--- config.mk ---
export PLATFORM = sky130hd
export DESIGN_NAME = carry_skip_adder_pipe
export DESIGN_NICKNAME = d
export VERILOG_FILES = /design/src/rtl/carry_skip_adder_pipe.sv
export SDC_FILE = /design/constraint.sdc
export NUM_CORES = 1
export LEC_CHECK = 0
export ABC_AREA = 1
export ABC_CLOCK_PERIOD_IN_PS = 3870
export CAP_MARGIN = 20
export CORE_MARGIN = 1
export CORE_UTILIZATION = 40
export CTS_CLUSTER_SIZE = 10
export DETAILED_ROUTE_END_ITERATION = 7
export DONT_BUFFER_PORTS = 1
export SLEW_MARGIN = 20
export SYNTH_ARGS = -nofsm -noshare
export SYNTH_HDL_FRONTEND = slang
export SYNTH_SLANG_ARGS = --single-unit
--- constraint.sdc ---
create_clock -name clk -period 3.87 [get_ports clk]
set_clock_uncertainty 0.1 [all_clocks]
set_input_delay 0.1935 -clock clk [delete_from_list [all_inputs] [get_ports clk]]
set_output_delay 0.1935 -clock clk [all_outputs]
set_load 0.1 [all_outputs]
--- src/rtl/carry_skip_adder_pipe.sv ---
// rtl/carry_skip_adder_pipe.sv - pipelined carry-skip adder, one skip block per stage
// Stage k registers the result of block k; the last stage register drives the outputs.
module carry_skip_adder_pipe #(
    parameter int WIDTH = 16,
    parameter int BLOCK = 4,
    localparam int NBLK = WIDTH / BLOCK,
    localparam int SW = $clog2(NBLK + 1)
) (
    input  logic             clk,
    input  logic             rst,
    input  logic             in_valid,
    output logic             in_ready,
    input  logic [WIDTH-1:0] a,
    input  logic [WIDTH-1:0] b,
    input  logic             cin,
    output logic             out_valid,
    input  logic             out_ready,
    output logic [WIDTH-1:0] sum,
    output logic             cout,
    output logic             ovf,
    output logic [SW-1:0]    skip_cnt
);

    logic adv;

    // Whole pipe advances together; a blocked output freezes every stage.
    assign in_ready = !out_valid || out_ready;
    assign adv      = in_ready;

    for (genvar k = 0; k < NBLK; k++) begin : g_stg
        logic [BLOCK-1:0]         ba, bb, p, g, bs;
        logic [BLOCK:0]           cc;
        logic                     ci, co, skip, vi;
        logic [SW-1:0]            ki;
        logic [(k+1)*BLOCK-1:0]   s_d, s_q;
        logic                     vld_q, c_q;
        logic [SW-1:0]            k_q;

        if (k == 0) begin : g_src
            assign ba  = a[BLOCK-1:0];
            assign bb  = b[BLOCK-1:0];
            assign ci  = cin;
            assign ki  = '0;
            assign vi  = in_valid && in_ready;
            assign s_d = bs;
        end else begin : g_src
            assign ba  = g_stg[k-1].g_ops.qa[BLOCK-1:0];
            assign bb  = g_stg[k-1].g_ops.qb[BLOCK-1:0];
            assign ci  = g_stg[k-1].c_q;
            assign ki  = g_stg[k-1].k_q;
            assign vi  = g_stg[k-1].vld_q;
            assign s_d = {bs, g_stg[k-1].s_q};
        end

        always_comb begin
            p     = ba ^ bb;
            g     = ba & bb;
            cc    = '0;
            cc[0] = ci;
            for (int i = 0; i < BLOCK; i++) begin
                cc[i+1] = g[i] | (p[i] & cc[i]);
            end
            bs   = p ^ cc[BLOCK-1:0];
            skip = &p;
            co   = skip ? ci : cc[BLOCK];
        end

        always_ff @(posedge clk) begin
            if (rst) begin
                vld_q <= 1'b0;
                s_q   <= '0;
                c_q   <= 1'b0;
                k_q   <= '0;
            end else if (adv) begin
                vld_q <= vi;
                s_q   <= s_d;
                c_q   <= co;
                k_q   <= ki + SW'(skip);
            end
        end

        // Only the operand bits of blocks not yet summed travel down the pipe.
        if (k < NBLK - 1) begin : g_ops
            localparam int RW = WIDTH - (k + 1) * BLOCK;
            logic [RW-1:0] qa, qb, na, nb;

            if (k == 0) begin : g_nx
                assign na = a[WIDTH-1:BLOCK];
                assign nb = b[WIDTH-1:BLOCK];
            end else begin : g_nx
                assign na = g_stg[k-1].g_ops.qa[RW+BLOCK-1:BLOCK];
                assign nb = g_stg[k-1].g_ops.qb[RW+BLOCK-1:BLOCK];
            end

            always_ff @(posedge clk) begin
                if (rst) begin
                    qa <= '0;
                    qb <= '0;
                end else if (adv) begin
                    qa <= na;
                    qb <= nb;
                end
            end
        end

        if (k == NBLK - 1) begin : g_last
            logic ovf_q;

            always_ff @(posedge clk) begin
                if (rst) begin
                    ovf_q <= 1'b0;
                end else if (adv) begin
                    ovf_q <= co ^ cc[BLOCK-1];
                end
            end
        end
    end

    assign out_valid = g_stg[NBLK-1].vld_q;
    assign sum       = g_stg[NBLK-1].s_q;
    assign cout      = g_stg[NBLK-1].c_q;
    assign ovf       = g_stg[NBLK-1].g_last.ovf_q;
    assign skip_cnt  = g_stg[NBLK-1].k_q;

endmodule

==> metrics.txt, run 1 <==
pin count of the biggest net entering global routing 101; Avg Inst Size Synth 8.39 um2; Crit path required time 3.58 ns; mapped cell area 4440 um2; # DRC 0; Diodes inserted 0; number of global-route vias before repair 3247; Post-Synthesis Cells 529; register area share after synthesis 47.8%; worst-path fanout max 56; initial detailed-routing violation count 225; Min-Delay Endpoint g_stg[0].s_q[1]; FF+latch count, synth 106; Die H 107 um; reg2reg setup slack 1.49 ns; cts hold-fix bufs 26; commonest non-fill, non-tap cells in the layout nor2_1 (155), dfxtp_1 (106), o21ai_0 (98), inv_1 (41), dlygate4sd3_1 (26); HP Class in2reg; # rows 38; CP cell instances buf_4, inv_1, or2_4, buf_4; Pint 0.00152 W; Slew HR 32.3%; slew at the pin with the worst max-slew slack 1.01 ns; max-slew violations 0; worst path bufs/invs 3; Leakage 2.08 nW; # nets final 610; hold path depth 3; clock root buffer clkbuf_8; WS Path Type reg2out; post-cts sizing count 0; Gate power share 9.6%; Reg-to-Reg Start g_stg[2].c_q; GPL Wtd Cong 0.754; Worst setup SP type flip-flop; Warnings, synthesis 0; drt first pass iters 4; initial antenna violation count 0; Boundary Pins 60; Design Power 0.00215 W; Final Hold Viols 0; Pwr Density 439 nW/um2; Net Sw Frac 29.5%; setup TNS 0 ns; CTS max path bufs 2; CP endpoint kind output port; vias per cell 4.88; NetSw 0.000635 W; layout cells sized above 1 4.25%; global route total overflow 0; register area 2120 um2; CTS H-Tree Depth 3; RSZ-0062 raised after global routing false; sequential share of power 59.7%; CP most frequent cell buf_4; delay-heaviest family, CP buffers and inverters; maximum vdd drop 0.198 mV; Fmax 412 MHz; placed wire-length estimate 5400 um; Worst Hold Launch b[1]; Clk pwr share 30.6%; DP Worst Slack 1.51 ns; Starting Density 41.0%; width of the die 107 um; Core ar. 10800 um2; port bufs 0; most common cell after layout, fill and taps aside nor2_1; CTS Sinks 106; fillers 1113; drt wl/cell 12.5 um; WHS 0.0302 ns; total global routing track utilization 15.9%; syn_nets 603; R2R depth 12; footprint of the multi-input gates 1950 um2; max_cap viols 0; CP max stage delay 0.69 ns; Core Util, Final 45.3%; CTS tree done; Setup Viol. Count Final 0; Clock Latency Late Sink 0.37 ns; Detailed Route WL 8500 um; Synth cell types 20; final critical-path setup slack 1.45 ns; setup bufs post-CTS 0; status completed; synthesis-to-layout area growth 10.5%; slowest CP cell buf_4; Clk pin slew, worst setup/hold paths 0.11 ns; reg2reg end ovf; final period utilization 62.6%; die area 11500 um2; CTS buffer count 9; Arrival @ worst endpoint 2.13 ns; first-pass GRT wire length 14600 um; Via Count 3325; Post-DRT Antenna Nets 0; Period minus WS final 2.42 ns
## sequential cells by signal, summed over array words and instances, names as in the netlist
register	cells
g_stg.s_q	24
out_valid	1
g_stg.k_q	6
g_stg.g_ops.qb	24
g_stg.g_ops.qa	24
skip_cnt	3
cout	1
g_stg.vld_q	3
sum	16
ovf	1
g_stg.c_q	3
## through the flow
step / std cells / area, um2
CTS: 681 / 4910
detailed placement: 639 / 4450
global route: 681 / 4910
finish: 681 / 4910
global placement: 639 / 4450
floorplan: 529 / 4440
## cell usage after synthesis
master	instances	share of area, %
nor2_1	155	13
inv_1	42	3.6
nand4_1	3	0.42
nand3_1	4	0.45
nand2_1	8	0.68
a21oi_1	24	2.7
ha_1	21	5.9
dfxtp_1	106	48
or2_1	1	0.14
fa_1	16	7.2
clkinv_2	1	0.11
buf_6	8	2.0
o21ai_0	98	11
xnor2_1	1	0.20
o21ai_1	10	1.1
o21bai_1	4	0.68
o211ai_1	1	0.17
buf_4	3	0.51
clkbuf_1	16	1.4
buf_2	7	0.79
## cell type report
type                            count  area share (%)
Sequential cell                   106            43.3
Multi-Input combinational cell    346            39.7
Timing Repair Buffer               30            6.17
Tap cell                          140            3.57
Inverter                           43            3.32
Clock buffer                       10            2.81
Clock inverter                      6            1.15
## kinds of logic after synthesis
logic type | after synthesis | synth area share, %
xor gates and xnor gates | 1 | 0.197
and+or+nand+nor | 171 | 14.8
buffers and inverters | 77 | 8.34
AOI/OAI and AO/OA | 137 | 15.7
adders and majority gates | 37 | 13.1
DFF | 106 | 47.8
## power by group through the flow
stage / clock network [W] / logic, W / registers (W)
floorplan: 0 / 0.000150 / 0.00130
global placement: 0 / 0.000184 / 0.00131
detailed placement: 0 / 0.000187 / 0.00131
CTS: 0.000692 / 0.000210 / 0.00129
global route: 0.000728 / 0.000245 / 0.00130
finish: 0.000660 / 0.000208 / 0.00129
## per-layer routing
layer  vias up  GRT usage, %  part of all wire, %
li1       1704             -                    -
met1      1560          19.1                   49
met2        54          28.0                   47
met3         7          3.93                  3.4
met4         0          4.60                  1.1
met5         -             0                    0
## worst max path at each step
stage / slack, ns / endpoint / from / cells past startpoint
after floorplan: 1.68 / ovf / g_stg[2].c_q / 12
after global placement: 1.57 / ovf / g_stg[2].c_q / 12
after detailed placement: 1.51 / ovf / g_stg[2].c_q / 12
after CTS: 1.41 / in_ready / out_valid / 4
after global routing: 1.28 / in_ready / out_valid / 4
final: 1.45 / in_ready / out_valid / 4
## worst reg2reg max path: cells and delay by family, from the launching register on
| family | cells | cell delay, ns |
|---|---|---|
| fa+ha+maj | 4 | 1.16 |
| simple gates | 3 | 0.23 |
| buf+inv | 4 | 0.27 |
| flops | 1 | 0.36 |
| compound gates | 1 | 0.19 |
Note: power is estimated with default switching activity, not from simulation.
==> run 2, diff against run 1 <==
--- a/config.mk
+++ b/config.mk
@@ -5,8 +5,8 @@
 export SDC_FILE = /design/constraint.sdc
 export NUM_CORES = 1
 export LEC_CHECK = 0
-export ABC_AREA = 1
-export ABC_CLOCK_PERIOD_IN_PS = 3870
+export ABC_AREA = 0
+export ABC_CLOCK_PERIOD_IN_PS = 2400
 export CAP_MARGIN = 20
 export CORE_MARGIN = 1
 export CORE_UTILIZATION = 40
==> constraint.sdc (replaced) <==
create_clock -name clk -period 2.4 [get_ports clk]
set_clock_uncertainty 0.1 [all_clocks]
set_input_delay 0.12 -clock clk [delete_from_list [all_inputs] [get_ports clk]]
set_output_delay 0.12 -clock clk [all_outputs]
set_load 0.1 [all_outputs]
==> run 2 against run 1 <==
- global-route usage is 0.12 points higher
- clock-buffer cell count is 1 higher
- routed wire length is 1.8% higher
- core utilization is 3.4 points higher
- register-to-register slack worse by 1.4 ns
- via count is 0.21% higher
- combinational power is 76% higher
- sequential share of layout area is 3.1 points lower
- synthesized area is 1.4% higher
- critical path type is now in2reg
==> metrics.txt, run 2 <==
Routed met3 length 318 um (+10%); Die H 108 um (+0.68%); slowest CP cell dlygate4sd3_1; Worst setup SP type input port; register area share after synthesis 47.2% (-0.65 points); status completed; Boundary Pins 60 (unchanged); DR top layer met4; Post-Synthesis Cells 528 (-0.19%); Crit path required time 2.60 ns (-0.98 ns); most common cell in the synthesized netlist nand2_1; initial antenna violation count 0 (unchanged); number of global-route vias before repair 3180 (-2.1%); leading area contributor after synthesis dfxtp_1; Post-Route M1 WL 4300 um (+4.1%); Pwr Density 653 nW/um2 (+49%); drt first pass iters 4 (unchanged); CTS Sinks 106 (unchanged); Period minus WS final 2.30 ns; final critical-path setup slack 0.0959 ns (-1.35 ns); # rows 38 (unchanged); worst-path fanout max 2 (-96%); Leakage 2.19 nW (+4.9%); GPL Wtd Cong 0.735 (-2.5%); FFs w/ async S/R, synth 0% (unchanged); Top Registers g_stg.g_ops.qa x24, g_stg.g_ops.qb x24, g_stg.s_q x24; slew at the pin with the worst max-slew slack 0.598 ns (-0.416 ns); Net Sw Frac 24.7% (-4.7 points); Core ar. 10900 um2 (+0.44%); first-pass GRT wire length 14900 um (+2.1%); CTS buffer count 9 (unchanged); syn_nets 602 (-0.17%); setup TNS 0 ns (unchanged); Commonest cells post-synth nand2_1 (183), dfxtp_1 (106), a21oi_1 (92), inv_1 (29), ha_1 (21); width of the die 108 um (+0.68%); clock root buffer clkbuf_8; CTS max path bufs 2 (unchanged); initial detailed-routing violation count 117 (-48%); most common cell after layout, fill and taps aside nand2_1; DP Worst Slack 0.0126 ns (-1.50 ns); Via Count 3332 (+0.21%); dominant cells by area after synthesis dfxtp_1 (47%), nand2_1 (15%), a21oi_1 (10%); Slew HR 60.1% (+28 points); mapped cell area 4500 um2 (+1.4%); placed wire-length estimate 5470 um (+1.3%); global route total overflow 0 (unchanged); CP max stage delay 0.54 ns (-0.15 ns); max-slew violations 0 (unchanged); total global routing track utilization 16.0% (+0.12 points); max_cap viols 0 (unchanged); vias per cell 4.67 (-4.4%); WHS 0.0234 ns (-0.00686 ns); Clk pin slew, worst setup/hold paths 0.09 ns (-0.02 ns); sequential share of power 54.9% (-4.8 points); share of Yosys cell area claimed by the top area cell type 47.2% (-0.65 points); commonest non-fill, non-tap cells in the layout nand2_1 (183), dfxtp_1 (103), a21oi_1 (92), dlygate4sd3_1 (33), buf_4 (30); maximum vdd drop 0.367 mV (+86%); drt wl/cell 12.1 um (-2.9%); DR WL met2 3920 um (-1.7%); Diodes inserted 0 (unchanged); Warnings, synthesis 0 (unchanged); Fmax 434 MHz; Final Hold Viols 0 (unchanged); CTS tree done; Starting Density 41.3% (+0.38 points); Design Power 0.00346 W (+61%); Clk pwr share 34.5% (+3.9 points); synthesis-to-layout area growth 17.8%; RSZ-0062 raised after global routing false; port bufs 0 (unchanged); Arrival @ worst endpoint 2.50 ns (+0.37 ns); CP most frequent cell fa_1; Synth cell types 28 (+40%); Core Util, Final 48.7% (+3.4 points); HP Class in2reg; CTS H-Tree Depth 3 (unchanged); final period utilization 96.0%; Avg Inst Size Synth 8.52 um2 (+1.6%); top_reg_cell synth dfxtp_1; NetSw 0.000856 W (+35%); # nets final 643 (+5.4%); # DRC 0 (unchanged); layout cells sized above 1 11.3% (+7.1 points); Setup Viol. Count Final 0 (unchanged); FF+latch count, synth 106 (unchanged); die area 11700 um2 (+1.4%); WS Path Type in2reg; Gate power share 10.6% (+1.0 points); CP cell instances dlygate4sd3_1, inv_1, fa_1, inv_1, fa_1, fa_1, dlygate4sd3_1, nand2_1, a21oi_1; CP endpoint kind flip-flop; Pint 0.00260 W (+72%); pin count of the biggest net entering global routing 108 (+6.9%); Detailed Route WL 8650 um (+1.8%); Clock Latency Late Sink 0.36 ns (about the same); number of synthesized flops with an enable pin 0 (unchanged); Post-DRT Antenna Nets 0 (unchanged)
run 2: cell types whose count changed after synthesis, sizes merged, moves of 4 or more:
cell and change:
a211oi +11, a21oi +68, buf +5, clkbuf -4, inv -12, nand2 +175, nand3 -4, nor2 -143
o21ai -105, o21bai -4
run 2: logic make-up after synthesis:
logic type | Yosys count | share of synthesized area, %
xor gates and xnor gates | 1 | 0.195
DFF | 106 | 47.2
adders and majority gates | 37 | 13.0
and+or+nand+nor | 208 | 18.4
muxes | 4 | 0.973
AOI/OAI and AO/OA | 107 | 12.7
buffers and inverters | 65 | 7.62
run 2: power groups by stage:
stage | registers (W) | logic, W | clock network (W)
4_1_cts | 0.00190 | 0.000368 | 0.00123
6_report | 0.00190 | 0.000366 | 0.00119
2_1_floorplan | 0.00201 | 0.000174 | 0
3_5_place_dp | 0.00194 | 0.000285 | 0
5_1_grt | 0.00192 | 0.000411 | 0.00131
3_3_place_gp | 0.00194 | 0.000280 | 0
run 2: area by class of cell:
cell class,count,area (um2)
Multi-Input combinational cell,357,2060
Clock buffer,11,141
Sequential cell,106,2130
Timing Repair Buffer,65,603
Clock inverter,5,77.6
Fill cell,1068,5590
Tap cell,140,175
Inverter,30,115
run 2: timing repair:
item	4_1_cts	5_1_grt
setup endpoints to repair	1	3
gates cloned	0	0
pin swaps	0	2
setup buffers	0	2
hold buffers	34	0
hold endpoints to repair	106	0
resized for setup	1	10
run 2: final timing paths:
path                                       from              end  slack, ns  depth (start not counted)
worst min register to register  g_stg[0].s_q[2]  g_stg[0].s_q[2]       0.35                          2
worst min-delay path                        cin     g_stg[0].c_q       0.02                          3
worst max register to register     g_stg[2].c_q              ovf        0.1                         10
worst max-delay path                       b[0]  g_stg[0].s_q[2]        0.1                          9
run 2: critical path, delay by kind of cell:
kind / cells / cell delay (ns)
buffers and inverters: 4 / 1.19
adders and majority gates: 3 / 1.03
AOI/OAI and AO/OA: 1 / 0.12
and+or+nand+nor: 1 / 0.05
run 2: metrics by stage:
step                instances  instance area (um2)
floorplan                 528                 4500
global placement          662                 4680
detailed placement        662                 4680
CTS                       712                 5260
global route              714                 5300
finish                    714                 5300
run 2: routing by layer:
layer | up-vias | global-route usage [%]
met5 | - | 0
met4 | 0 | 5.58
met3 | 9 | 3.62
met2 | 47 | 24.5
met1 | 1514 | 22.2
li1 | 1762 | -
==> run 3, diff against run 2 <==
==> constraint.sdc (replaced) <==
create_clock -name clk -period 2.4 [get_ports clk]
set_clock_uncertainty 0.1 [all_clocks]
set_input_delay 0.12 -clock clk [delete_from_list [all_inputs] [get_ports clk]]
set_output_delay 0.12 -clock clk [all_outputs]
set_load 0.05 [all_outputs]
==> run 3 against run 2 <==
- final cell count fell by 3.4%
- flip-flop and latch count stayed put
- total power rose by 4.2%
- design area shrank 2.2%
- clock power increased by 17%
==> metrics.txt, run 3 (same netlist as run 2, synthesis figures left out) <==
status completed; Slew HR 62.6% (+2.5 points); Period minus WS final 2.32 ns (+0.0128 ns); WHS 0.0303 ns (+0.00692 ns); Fmax 432 MHz (-0.55%); max_cap viols 0 (unchanged); Clk pin slew, worst setup/hold paths 0.10 ns (about the same); worst-path fanout max 4 (+2); slowest CP cell fa_2; CTS tree done; Clock Latency Late Sink 0.37 ns (about the same); die area 11700 um2 (unchanged); CP endpoint kind flip-flop; synthesis-to-layout area growth 15.2%; maximum vdd drop 0.336 mV (-8.5%); placed insts 640 (-3.3%); Pwr Density 696 nW/um2 (+6.6%); setup TNS 0 ns (unchanged); Placed Area 4530 um2 (-3.3%); RSZ-0062 raised after global routing true; number of global-route vias before repair 3143 (-1.2%); slew at the pin with the worst max-slew slack 0.559 ns (-0.0387 ns); final period utilization 96.5% (+0.53 points); Final Hold Viols 0 (unchanged); HP Class in2reg; CP cell instances inv_2, fa_2, inv_2, fa_2, fa_2, buf_4, or2_2, a211oi_2, nor4_2; CP most frequent cell fa_2; CTS max path bufs 2 (unchanged); clock root buffer clkbuf_8; placed wire-length estimate 5470 um (about the same); fin cells 690 (-3.4%); Via Count 3296 (-1.1%); Core ar. 10900 um2 (unchanged); drt wl/cell 12.5 um (+3.5%); most common cell after layout, fill and taps aside nand2_1; CTS buffer count 9 (unchanged); Boundary Pins 60 (unchanged); Diodes inserted 0 (unchanged); WS Path Type reg2reg; max-slew violations 0 (unchanged); Arrival @ worst endpoint 2.47 ns (-0.03 ns); commonest non-fill, non-tap cells in the layout nand2_1 (183), dfxtp_1 (103), a21oi_1 (91), dlygate4sd3_1 (33), inv_1 (26); Post-DRT Antenna Nets 0 (unchanged); CP max stage delay 0.40 ns (-0.14 ns); GPL Wtd Cong 0.744 (+1.3%); first-pass GRT wire length 14500 um (-2.4%); Die H 108 um (unchanged); # DRC 0 (unchanged); Starting Density 41.3% (unchanged); layout cells sized above 1 8.36% (-3.0 points); # rows 38 (unchanged); total global routing track utilization 15.7% (-0.28 points); # nets final 619 (-3.7%); Top Registers g_stg.g_ops.qa x24, g_stg.g_ops.qb x24, g_stg.s_q x24; Crit path required time 2.55 ns (-0.05 ns); Design Power 0.00361 W (+4.2%); pin count of the biggest net entering global routing 108 (unchanged); initial antenna violation count 0 (unchanged); Leakage 2.08 nW (-4.9%); vias per cell 4.78 (+2.4%); width of the die 108 um (unchanged); CTS H-Tree Depth 3 (unchanged); drt first pass iters 4 (unchanged); Detailed Route WL 8650 um (about the same); global route total overflow 0 (unchanged); port bufs 0 (unchanged); Setup Viol. Count Final 0 (unchanged); final instance area 5180 um2 (-2.2%); CTS Sinks 106 (unchanged); initial detailed-routing violation count 145 (+24%); Worst setup SP type flip-flop
==> run 3: changes by cell type in the layout (fill, tap and decap cells not counted), sizes merged <==
| cell | previous run | this run |
|---|---|---|
| bufinv | 2 | 4 |
| buf | 32 | 8 |
| clkbuf | 11 | 9 |
==> run 3: timing repair <==
action,4_1_cts,5_1_grt
pin swaps,0,4
resized for setup,2,13
hold buffers,34,0
setup endpoints to repair,1,4
hold endpoints to repair,106,0
setup buffers,0,0
==> run 3: metrics by stage <==
step           setup WS [ns]  utilization (%)
2_1_floorplan         0.0828                -
5_1_grt              -0.0493             47.6
3_5_place_dp         -0.0221             41.6
3_3_place_gp          0.0556             41.6
4_1_cts               0.0267             47.4
6_report              0.0831             47.6
==> run 3: layout make-up <==
| class | instances | area, um2 |
|---|---|---|
| Fill cell | 1052 | 5700 |
| Sequential cell | 106 | 2130 |
| Multi-Input combinational cell | 357 | 2070 |
| Timing Repair Buffer | 41 | 435 |
| Tap cell | 140 | 175 |
| Clock inverter | 7 | 141 |
| Clock buffer | 9 | 124 |
| Inverter | 30 | 115 |
==> run 3: report_power, final <==
part	internal, W	switching, W
registers	0.00185	0.0000920
clock network	0.000797	0.000597
logic	0.000132	0.000141
total	0.00278	0.000830
==> run 3: worst max-delay path: cells and delay by family (launching register included) <==
family / cells / cell delay (ns)
and+or+nand+nor: 2 / 0.34
DFF: 1 / 0.34
buffers and inverters: 3 / 0.26
AOI/OAI and AO/OA: 1 / 0.21
adders and majority gates: 3 / 0.96
==> run 3: final timing paths <==
check	start	endpoint	slack (ns)	cells after the start
setup / recovery	g_stg[2].c_q	ovf	0.08	9
hold / removal	cin	g_stg[0].c_q	0.03	3
setup reg to reg	g_stg[2].c_q	ovf	0.08	9
hold reg to reg	g_stg[0].g_ops.qb[7]	g_stg[0].g_ops.qb[7]	0.36	2
==> run 3: per-layer routing <==
| metal | up-vias | wire length [um] | global-route usage, % |
|---|---|---|---|
| met5 | - | 0 | 0 |
| met4 | 0 | 170 | 7.63 |
| met3 | 14 | 320 | 3.25 |
| met2 | 49 | 3870 | 25.0 |
| met1 | 1518 | 4290 | 20.4 |
| li1 | 1715 | - | - |
